<file path="src/rtl/fpdiv_scheduler.sv">
// Round-robin scheduler sharing one FP divider core among NUM_REQ requesters.
// Zero divisors bypass the core; a watchdog aborts a core that never answers.
module fpdiv_scheduler #(
  parameter int unsigned NUM_REQ = 4,
  parameter int unsigned ID_W    = 2,
  parameter int unsigned TIMEOUT = 64,
  parameter int unsigned CNT_W   = 7
) (
  input  logic                  g_clk,
  input  logic                  n_reset,
  input  logic [NUM_REQ-1:0]    req_valid,
  output logic [NUM_REQ-1:0]    req_ready,
  input  logic [32*NUM_REQ-1:0] req_dividend,
  input  logic [32*NUM_REQ-1:0] req_divisor,
  output logic                  div_start,
  output logic [31:0]           div_dividend,
  output logic [31:0]           div_divisor,
  output logic                  div_abort,
  input  logic                  div_done,
  input  logic [31:0]           div_quotient,
  output logic                  rsp_valid,
  input  logic                  rsp_ready,
  output logic [ID_W-1:0]       rsp_id,
  output logic [31:0]           rsp_quotient,
  output logic                  rsp_dbz,
  output logic                  rsp_timeout
);

  localparam int unsigned DW   = 32;
  localparam logic [31:0] QNAN = 32'h7FC0_0000;

  typedef enum logic [1:0] {S_IDLE, S_ISSUE, S_WAIT, S_RESP} state_e;

  state_e            state_q, state_d;
  logic [ID_W-1:0]   last_grant_q, last_grant_d;
  logic [ID_W-1:0]   rsp_id_q, rsp_id_d;
  logic [31:0]       dvd_q, dvd_d;
  logic [31:0]       dvs_q, dvs_d;
  logic [CNT_W-1:0]  cnt_q, cnt_d;
  logic              start_q, start_d;
  logic              abort_q, abort_d;
  logic              rsp_valid_q, rsp_valid_d;
  logic [31:0]       quot_q, quot_d;
  logic              dbz_q, dbz_d;
  logic              tout_q, tout_d;

  logic [ID_W-1:0]   grant_id;
  logic              grant_vld;
  logic [31:0]       sel_dvd, sel_dvs;

  // Lowest valid index above last_grant wins; otherwise wrap to lowest valid.
  always_comb begin
    grant_id  = '0;
    grant_vld = 1'b0;
    for (int i = int'(NUM_REQ) - 1; i >= 0; i--) begin
      if (req_valid[i]) begin
        grant_vld = 1'b1;
        grant_id  = ID_W'(i);
      end
    end
    for (int i = int'(NUM_REQ) - 1; i >= 0; i--) begin
      if (req_valid[i] && (ID_W'(i) > last_grant_q)) begin
        grant_id = ID_W'(i);
      end
    end
  end

  always_comb begin
    req_ready = '0;
    if (state_q == S_IDLE && grant_vld) begin
      req_ready[grant_id] = 1'b1;
    end
  end

  assign sel_dvd = req_dividend[DW*32'(grant_id) +: DW];
  assign sel_dvs = req_divisor[DW*32'(grant_id) +: DW];

  always_comb begin
    state_d      = state_q;
    last_grant_d = last_grant_q;
    rsp_id_d     = rsp_id_q;
    dvd_d        = dvd_q;
    dvs_d        = dvs_q;
    cnt_d        = cnt_q;
    start_d      = 1'b0;
    abort_d      = 1'b0;
    rsp_valid_d  = rsp_valid_q;
    quot_d       = quot_q;
    dbz_d        = dbz_q;
    tout_d       = tout_q;
    case (state_q)
      S_IDLE: begin
        if (grant_vld) begin
          rsp_id_d = grant_id;
          dvd_d    = sel_dvd;
          dvs_d    = sel_dvs;
          dbz_d    = 1'b0;
          tout_d   = 1'b0;
          if (sel_dvs[30:0] == 31'd0) begin
            state_d     = S_RESP;
            rsp_valid_d = 1'b1;
            dbz_d       = 1'b1;
            quot_d      = (sel_dvd[30:0] == 31'd0) ? QNAN
                                                   : {sel_dvd[31] ^ sel_dvs[31], 8'hFF, 23'd0};
          end else begin
            state_d = S_ISSUE;
            start_d = 1'b1;
            cnt_d   = CNT_W'(TIMEOUT - 1);
          end
        end
      end
      S_ISSUE: begin
        state_d = S_WAIT;
        cnt_d   = cnt_q - CNT_W'(1);
      end
      S_WAIT: begin
        // A done arriving on the last counted cycle still beats the watchdog.
        if (div_done) begin
          quot_d      = div_quotient;
          rsp_valid_d = 1'b1;
          state_d     = S_RESP;
        end else if (cnt_q == '0) begin
          abort_d     = 1'b1;
          quot_d      = '0;
          tout_d      = 1'b1;
          rsp_valid_d = 1'b1;
          state_d     = S_RESP;
        end else begin
          cnt_d = cnt_q - CNT_W'(1);
        end
      end
      S_RESP: begin
        if (rsp_ready) begin
          rsp_valid_d  = 1'b0;
          last_grant_d = rsp_id_q;
          state_d      = S_IDLE;
        end
      end
      default: state_d = S_IDLE;
    endcase
  end

  always_ff @(posedge g_clk or negedge n_reset) begin
    if (!n_reset) begin
      state_q      <= S_IDLE;
      last_grant_q <= ID_W'(NUM_REQ - 1);
      rsp_id_q     <= '0;
      dvd_q        <= '0;
      dvs_q        <= '0;
      cnt_q        <= '0;
      start_q      <= 1'b0;
      abort_q      <= 1'b0;
      rsp_valid_q  <= 1'b0;
      quot_q       <= '0;
      dbz_q        <= 1'b0;
      tout_q       <= 1'b0;
    end else begin
      state_q      <= state_d;
      last_grant_q <= last_grant_d;
      rsp_id_q     <= rsp_id_d;
      dvd_q        <= dvd_d;
      dvs_q        <= dvs_d;
      cnt_q        <= cnt_d;
      start_q      <= start_d;
      abort_q      <= abort_d;
      rsp_valid_q  <= rsp_valid_d;
      quot_q       <= quot_d;
      dbz_q        <= dbz_d;
      tout_q       <= tout_d;
    end
  end

  assign div_start    = start_q;
  assign div_abort    = abort_q;
  assign div_dividend = dvd_q;
  assign div_divisor  = dvs_q;
  assign rsp_valid    = rsp_valid_q;
  assign rsp_id       = rsp_id_q;
  assign rsp_quotient = quot_q;
  assign rsp_dbz      = dbz_q;
  assign rsp_timeout  = tout_q;

endmodule

</file>
<file path="config.mk">
export PLATFORM = sky130hd
export DESIGN_NAME = fpdiv_scheduler
export DESIGN_NICKNAME = d
export VERILOG_FILES = /design/src/rtl/fpdiv_scheduler.sv
export SDC_FILE = /design/constraint.sdc
export NUM_CORES = 1
export LEC_CHECK = 0
export CAP_MARGIN = 25
export CORE_AREA = 2 2 157 159
export DETAILED_ROUTE_END_ITERATION = 16
export DIE_AREA = 0 0 159 161
export GPL_TIMING_DRIVEN = 0
export PLACE_DENSITY = 0.74
export SETUP_SLACK_MARGIN = 0.3
export SYNTH_ARGS = -nofsm -noshare
export SYNTH_HDL_FRONTEND = slang
export SYNTH_SLANG_ARGS = --single-unit
export TNS_END_PERCENT = 10
</file>
<file path="constraint.sdc">
create_clock -name g_clk -period 8.6 [get_ports g_clk]
set_clock_uncertainty 0.05 [all_clocks]
set_input_delay 1.29 -clock g_clk [delete_from_list [all_inputs] [get_ports g_clk]]
set_output_delay 1.29 -clock g_clk [all_outputs]
set_load 0.05 [all_outputs]
</file>
==> results of run 1 <==
[routing by layer]
layer	vias up	GRT usage (%)	wire [um]	share of wire [%]
met5	-	0	0	0
met4	0	10.50	1190	3.1
met3	68	8.166	3211	8.5
met2	504	50.45	18400	49
met1	4266	34.78	14980	40
li1	4030	-	-	-
[state kept, by name, summed over array words and instances, names as in the netlist]
signal        flops
div_start         1
rsp_quotient     32
rsp_valid         1
rsp_timeout       1
last_grant_q      2
rsp_id            2
cnt_q             7
div_dividend     32
state_q           2
rsp_dbz           1
div_divisor      32
div_abort         1
[power breakdown]
| group | total [W] | leakage (nW) | switching [W] | internal, W |
|---|---|---|---|---|
| clock network | 0.000690 | 0.267 | 0.000268 | 0.000422 |
| registers | 0.000915 | 1.38 | 0.000140 | 0.000776 |
| logic | 0.00302 | 3.46 | 0.00196 | 0.00105 |
[kinds of logic after synthesis]
logic type                 Yosys count  share of synthesized area (%)
AOI/OAI and AO/OA                  236                          20.88
buffers and inverters               83                          4.682
DFF                                114                          38.30
muxes                               85                          13.73
and+or+nand+nor                    341                          21.13
adders and majority gates            7                          1.175
xor gates and xnor gates             1                         0.1175
[area by class of cell]
cell class | count | area, um^2
fillers | 2282 | 11480
multi-input cells | 670 | 4252
repair buffers | 404 | 4058
flip-flops and latches | 114 | 2855
clock buffers | 17 | 425.4
well taps | 324 | 405.4
plain buffers | 71 | 304.0
clock inverters | 14 | 140.1
inverters | 12 | 45.04
diodes | 1 | 2.502
[worst register-to-register path: cells and delay by family (launching register included)]
| family | cells | cell delay [ps] |
|---|---|---|
| simple gates | 3 | 1390 |
| compound gates | 3 | 710 |
| flops | 1 | 550 |
| buf+inv | 4 | 2060 |
[cell usage after synthesis (3+ instances only)]
cell        n  area (um^2)
o21ai_0    93        465.5
buf_2      11        55.05
and3_1     23        143.9
o22ai_1    30        187.7
nand4_1     5        31.28
buf_1       9        33.78
mux2_2     25        281.5
buf_6       3        33.78
nand2b_1    8        50.05
a32oi_1     3        26.28
clkbuf_1   47        176.4
a31oi_1     3        18.77
a21oi_1    22        110.1
dfrtp_1   112         2803
ha_1        7        87.58
nor2_1     29        108.9
or2_2       3        18.77
nor3_1     17        85.08
o22a_1      4        35.03
mux2_4     28        420.4
o221ai_1   32        280.3
nand2_1   191        716.9
or3_1      10        62.56
nand3_1    22        110.1
o32a_1      8        80.08
inv_1      12        45.04
o21a_1     11        82.58
o31ai_1     4        30.03
a41oi_1     4        35.03
nor4_1     17        106.4
o211ai_1    3        22.52
mux2i_1    31        310.3
[path summary, 6_finish.rpt]
path                                         end  slack (ps)  cells after the start
worst max-delay path                req_ready[0]         720                     11
worst min-delay path             div_divisor[28]         430                      2
worst max register to register   div_divisor[11]        3710                     10
worst min register to register   div_divisor[28]         430                      2
max in group asynchronous        last_grant_q[0]        7000                      2
min in group asynchronous       rsp_quotient[21]         730                      1
[through the flow]
step                area [um^2]  hold WS, ps
floorplan                  7456        446.4
global placement          11890        410.1
detailed placement        11920        419.6
CTS                       12480        433.2
global route              12480        456.5
finish                    12490        430.0
==> run metrics, run 1 <==
DR iter-0 viols=between 500 and 600; RD Place Congestion=0.9897; Die ar.=between 20,000 and 30,000 um^2; gr ovfl total=0; Post-DRT Antenna Nets=0; CORE AREA=between 20,000 and 25,000 um^2; CTS clock-pin slew for the worst setup and hold paths=around 60 ps; post-synthesis cell area=approximately 7500 um^2; CTS tree=yes; Initial Util=between 30 and 40%; outcome=complete, no violations; most frequent cells in the layout=clkdlybuf4s50_1, nand2_1, dfrtp_1; wire per inst=around 23 um; DR pass1 iterations=5; #FFs+latches synth=~110; Hold Fails Final Rpt=0; via count=between 8,000 and 9,000; DP HPWL=about 30,000 um; Die X=~160 um; Required @ worst endpoint=roughly 7300 ps; Critical R2R Launch=last_grant_q[0]; Tmin final=approximately 7900 ps; Post-synth ARST share=100.0%; Setup CP Type=input port to output port; CTS sink cnt=between 100 and 150; worst rel slew slack=between 30% and 40%; WL final=~38,000 um; # Post-CTS Setup Buffers=0; CP max FO=10; distinct cell type count after synthesis=between 60 and 70; Resized cells post-CTS=0; slowest stage delay, CP=between 800 and 900 ps; Setup WS post-layout=about 720 ps; Worst-Skew Late Latency=420 ps; Final Non-Filler Cells=1,627; Sum Neg Setup Slack=0 ps; initial antenna violation count=1; dpl cells=between 1,500 and 2,000; IO buf count=about 400; slowest stage cell, crit path=nor3_1; global-route wire length before repair=~56,000 um; Final period util=just over 90%; Vias per Instance=5.451; startpoint class of the critical path=input port; Data arrival, critical path=roughly 6500 ps; overall power=0.004621 W; Hold Path Class=flip-flop to flip-flop; # DRC=0; pre-CTS worst setup slack=824.5 ps; RSZ-0062 raised after global routing=false; fin util=52.11%; commonest non-fill, non-tap cell in the layout=clkdlybuf4s50_1; Synth Area per Inst=between 8 and 9 um^2; Worst setup EP type=output port; total CTS buffers=17; Crit. Startpoint=req_valid[3]; Yosys warnings=0; total track usage=29.16%; worst slew pin tran=1001 ps; crit-path cells=clkdlybuf4s50_1, nand2b_1, a21oi_1, nor3_1, buf_2, buf_2, clkbuf_1, clkbuf_1, nand2_1, nor2_1, clkdlybuf4s50_1; static leakage=5.104 nW; Max IR drop VDD=~0.15 mV; Seq/Total Area, Yosys=between 30% and 40%; largest net degree at the start of global routing=75; critical path's top delay family=buffers and inverters; Setup-failing EPs final=0; Post-CTS Hold Buffers=0; fin nets=around 1,600; Top Ports=between 400 and 500; Die Y=161 um; area grow syn2layout=67.48%; Top FF cell, synth=dfrtp_1; Max clock buf depth=2; hold path startpoint=div_divisor[28]; vias in the first global route=roughly 9,000; CTS root buf=clkbuf_16; Max-Cap Viols=0; Max Freq=126.9 MHz; H-tree depth=4; P per Cell Area=370.1 nW/um^2; CP bufs+invs=6; count of pins over their slew limit=0; share of post-route cells with drive strength above 1=roughly 8.8%; # rows=57; Synth Instances=approximately 870; Post-synth EDFFs=0; post-synthesis net count=1,170
(Power assumes the default switching activity.)
==> run 2: changes to the inputs <==
Settings changed: CORE_AREA 2 2 157 159 to 2 2 156 158, DIE_AREA 0 0 159 161 to 0 0 158 160.
==> run metrics, run 2 (same netlist as run 1, synthesis figures left out) <==
area grow syn2layout=68.33%; crit-path cells=clkdlybuf4s50_1, nand2b_1, a21oi_1, nor3_1, buf_2, buf_2, buf_2, clkbuf_1, clkbuf_1, nand2_1, nor2_1, clkdlybuf4s50_1; static leakage=5.144 nW (+0.78%); count of pins over their slew limit=0 (unchanged); RSZ-0062 raised after global routing=false; Cells on Worst Hold Path=2 (unchanged); IO buf count=402 (unchanged); Tmin final=7698 ps (-179.0 ps); total track usage=29.88% (+0.71 points); CTS tree=yes; total CTS buffers=17 (unchanged); share of post-route cells with drive strength above 1=8.896% (+0.14 points); most frequent cells in the layout=clkdlybuf4s50_1, nand2_1, dfrtp_1; # Post-CTS Setup Buffers=0 (unchanged); H-tree depth=4 (unchanged); Max Freq=129.9 MHz (+2.3%); CTS sink cnt=114 (unchanged); Die Y=160 um (-0.62%); Worst setup EP type=output port; Hold WS=427.6 ps (-2.462 ps); Initial Util=31.30% (+0.19 points); Worst-Skew Late Latency=420 ps (about the same); CORE AREA=23,820 um^2 (-0.60%); CTS clock-pin slew for the worst setup and hold paths=50 ps (about the same); global-route wire length before repair=55,720 um (-1.2%); via count=8,876 (+0.090%); Hold EP=div_dividend[29]; initial antenna violation count=2 (+1); gr ovfl total=0 (unchanged); Vias per Instance=5.445 (about the same); Setup-failing EPs final=0 (unchanged); setup slack, reg-to-reg=3830 ps (+120 ps); CTS root buf=clkbuf_16; Post-DRT Antenna Nets=0 (unchanged); largest net degree at the start of global routing=76 (+1.3%); Top Ports=403 (unchanged); RD Place Congestion=0.9772 (-1.3%); commonest non-fill, non-tap cell in the layout=clkdlybuf4s50_1; wire per inst=23.29 um (+0.30%); Die ar.=25,280 um^2 (-1.2%); Sum Neg Setup Slack=0 ps (unchanged); CP max FO=10 (unchanged); critical path's most frequent cell=buf_2; fin nets=1,594 (+0.063%); FILL cells=2,284 (+0.088%); startpoint class of the critical path=input port; Final period util=89.52% (-2.1 points); vias in the first global route=9,022 (+0.033%); DP HPWL=30,370 um (+0.56%); slowest stage delay, CP=840 ps (about the same); Setup CP Type=input port to output port; Max-Cap Viols=0 (unchanged); Max clock buf depth=2 (unchanged); Crit Reg-Reg Endpoint=div_dividend[16]; worst rel slew slack=47.22% (+14 points); Die X=158 um (-0.63%); Hold Fails Final Rpt=0 (unchanged); worst slew pin tran=791.6 ps (-208.9 ps); DR pass1 iterations=5 (unchanged); DR iter-0 viols=655 (+11%); # rows=57 (unchanged); pre-CTS worst setup slack=978.8 ps (+154.3 ps); outcome=complete, no violations; Post-CTS Hold Buffers=0 (unchanged); hold path startpoint=div_dividend[29]; Setup WS post-layout=901.6 ps (+179.0 ps); cells on worst reg2reg path=13 (+3); Data arrival, critical path=6360 ps (-180 ps); # DRC=0 (unchanged); Max IR drop VDD=0.1373 mV (-8.4%); Hold Path Class=flip-flop to flip-flop; WL final=37,960 um (+0.49%); Required @ worst endpoint=7260 ps (about the same); slowest stage cell, crit path=clkdlybuf4s50_1; P per Cell Area=372.7 nW/um^2 (+0.72%); Critical R2R Launch=last_grant_q[1]; Resized cells post-CTS=0 (unchanged)
-- run 2: cell count changes in the layout (fill, tap and decap cells not counted), moves of 2 or more --
cell and delta:
clkinv_2 -2, clkinvlp_4 -3, clkinv_4 +2, clkbuf_8 +3
-- run 2: metrics by stage --
stage	std cells	utilization, %	instance area (um^2)	total power (W)
after floorplan	867	-	7456	0.002782
after global placement	1593	49.89	11890	0.003886
after detailed placement	1596	50.06	11920	0.003919
after CTS	1628	52.67	12550	0.004691
after global routing	1630	52.69	12550	0.004917
final	1630	52.69	12550	0.004678
-- run 2: final cells by class --
cell class / count / area (um^2) / area share (%)
antenna: 2 / 5.005 / 0.03988
sequential: 114 / 2855 / 22.75
multi-input combinational: 670 / 4252 / 33.87
buffer: 71 / 304.0 / 2.422
clock buffer: 20 / 466.7 / 3.718
tap: 324 / 405.4 / 3.230
inverter: 12 / 45.04 / 0.3589
timing repair buffer: 405 / 4063 / 32.37
clock inverter: 12 / 155.1 / 1.236
-- run 2: power by group --
group	internal, W	switching, W	leakage (nW)
combinational	0.00105	0.00196	3.46
clock	0.000479	0.000280	0.302
sequential	0.000775	0.000132	1.38
total	0.00231	0.00237	5.14
-- run 2: worst max-delay path by stage --
stage	start	endpoint	cells past startpoint
CTS	req_valid[3]	req_ready[0]	12
global route	req_valid[2]	req_ready[2]	11
global placement	req_valid[3]	req_ready[0]	11
detailed placement	req_valid[3]	req_ready[0]	12
finish	req_valid[3]	req_ready[0]	12
floorplan	req_valid[1]	req_ready[2]	9
-- run 2: metal layers --
metal	global-route usage, %	up-vias	wire (um)
met5	0	-	0
met4	12.24	0	1459
met3	7.408	82	3594
met2	49.15	528	17600
met1	37.27	4213	15310
li1	-	4053	-
-- run 2: critical path, delay by kind of cell --
kind | cells | cell delay (ps)
buf+inv | 7 | 3580
simple gates | 4 | 1280
compound gates | 1 | 190
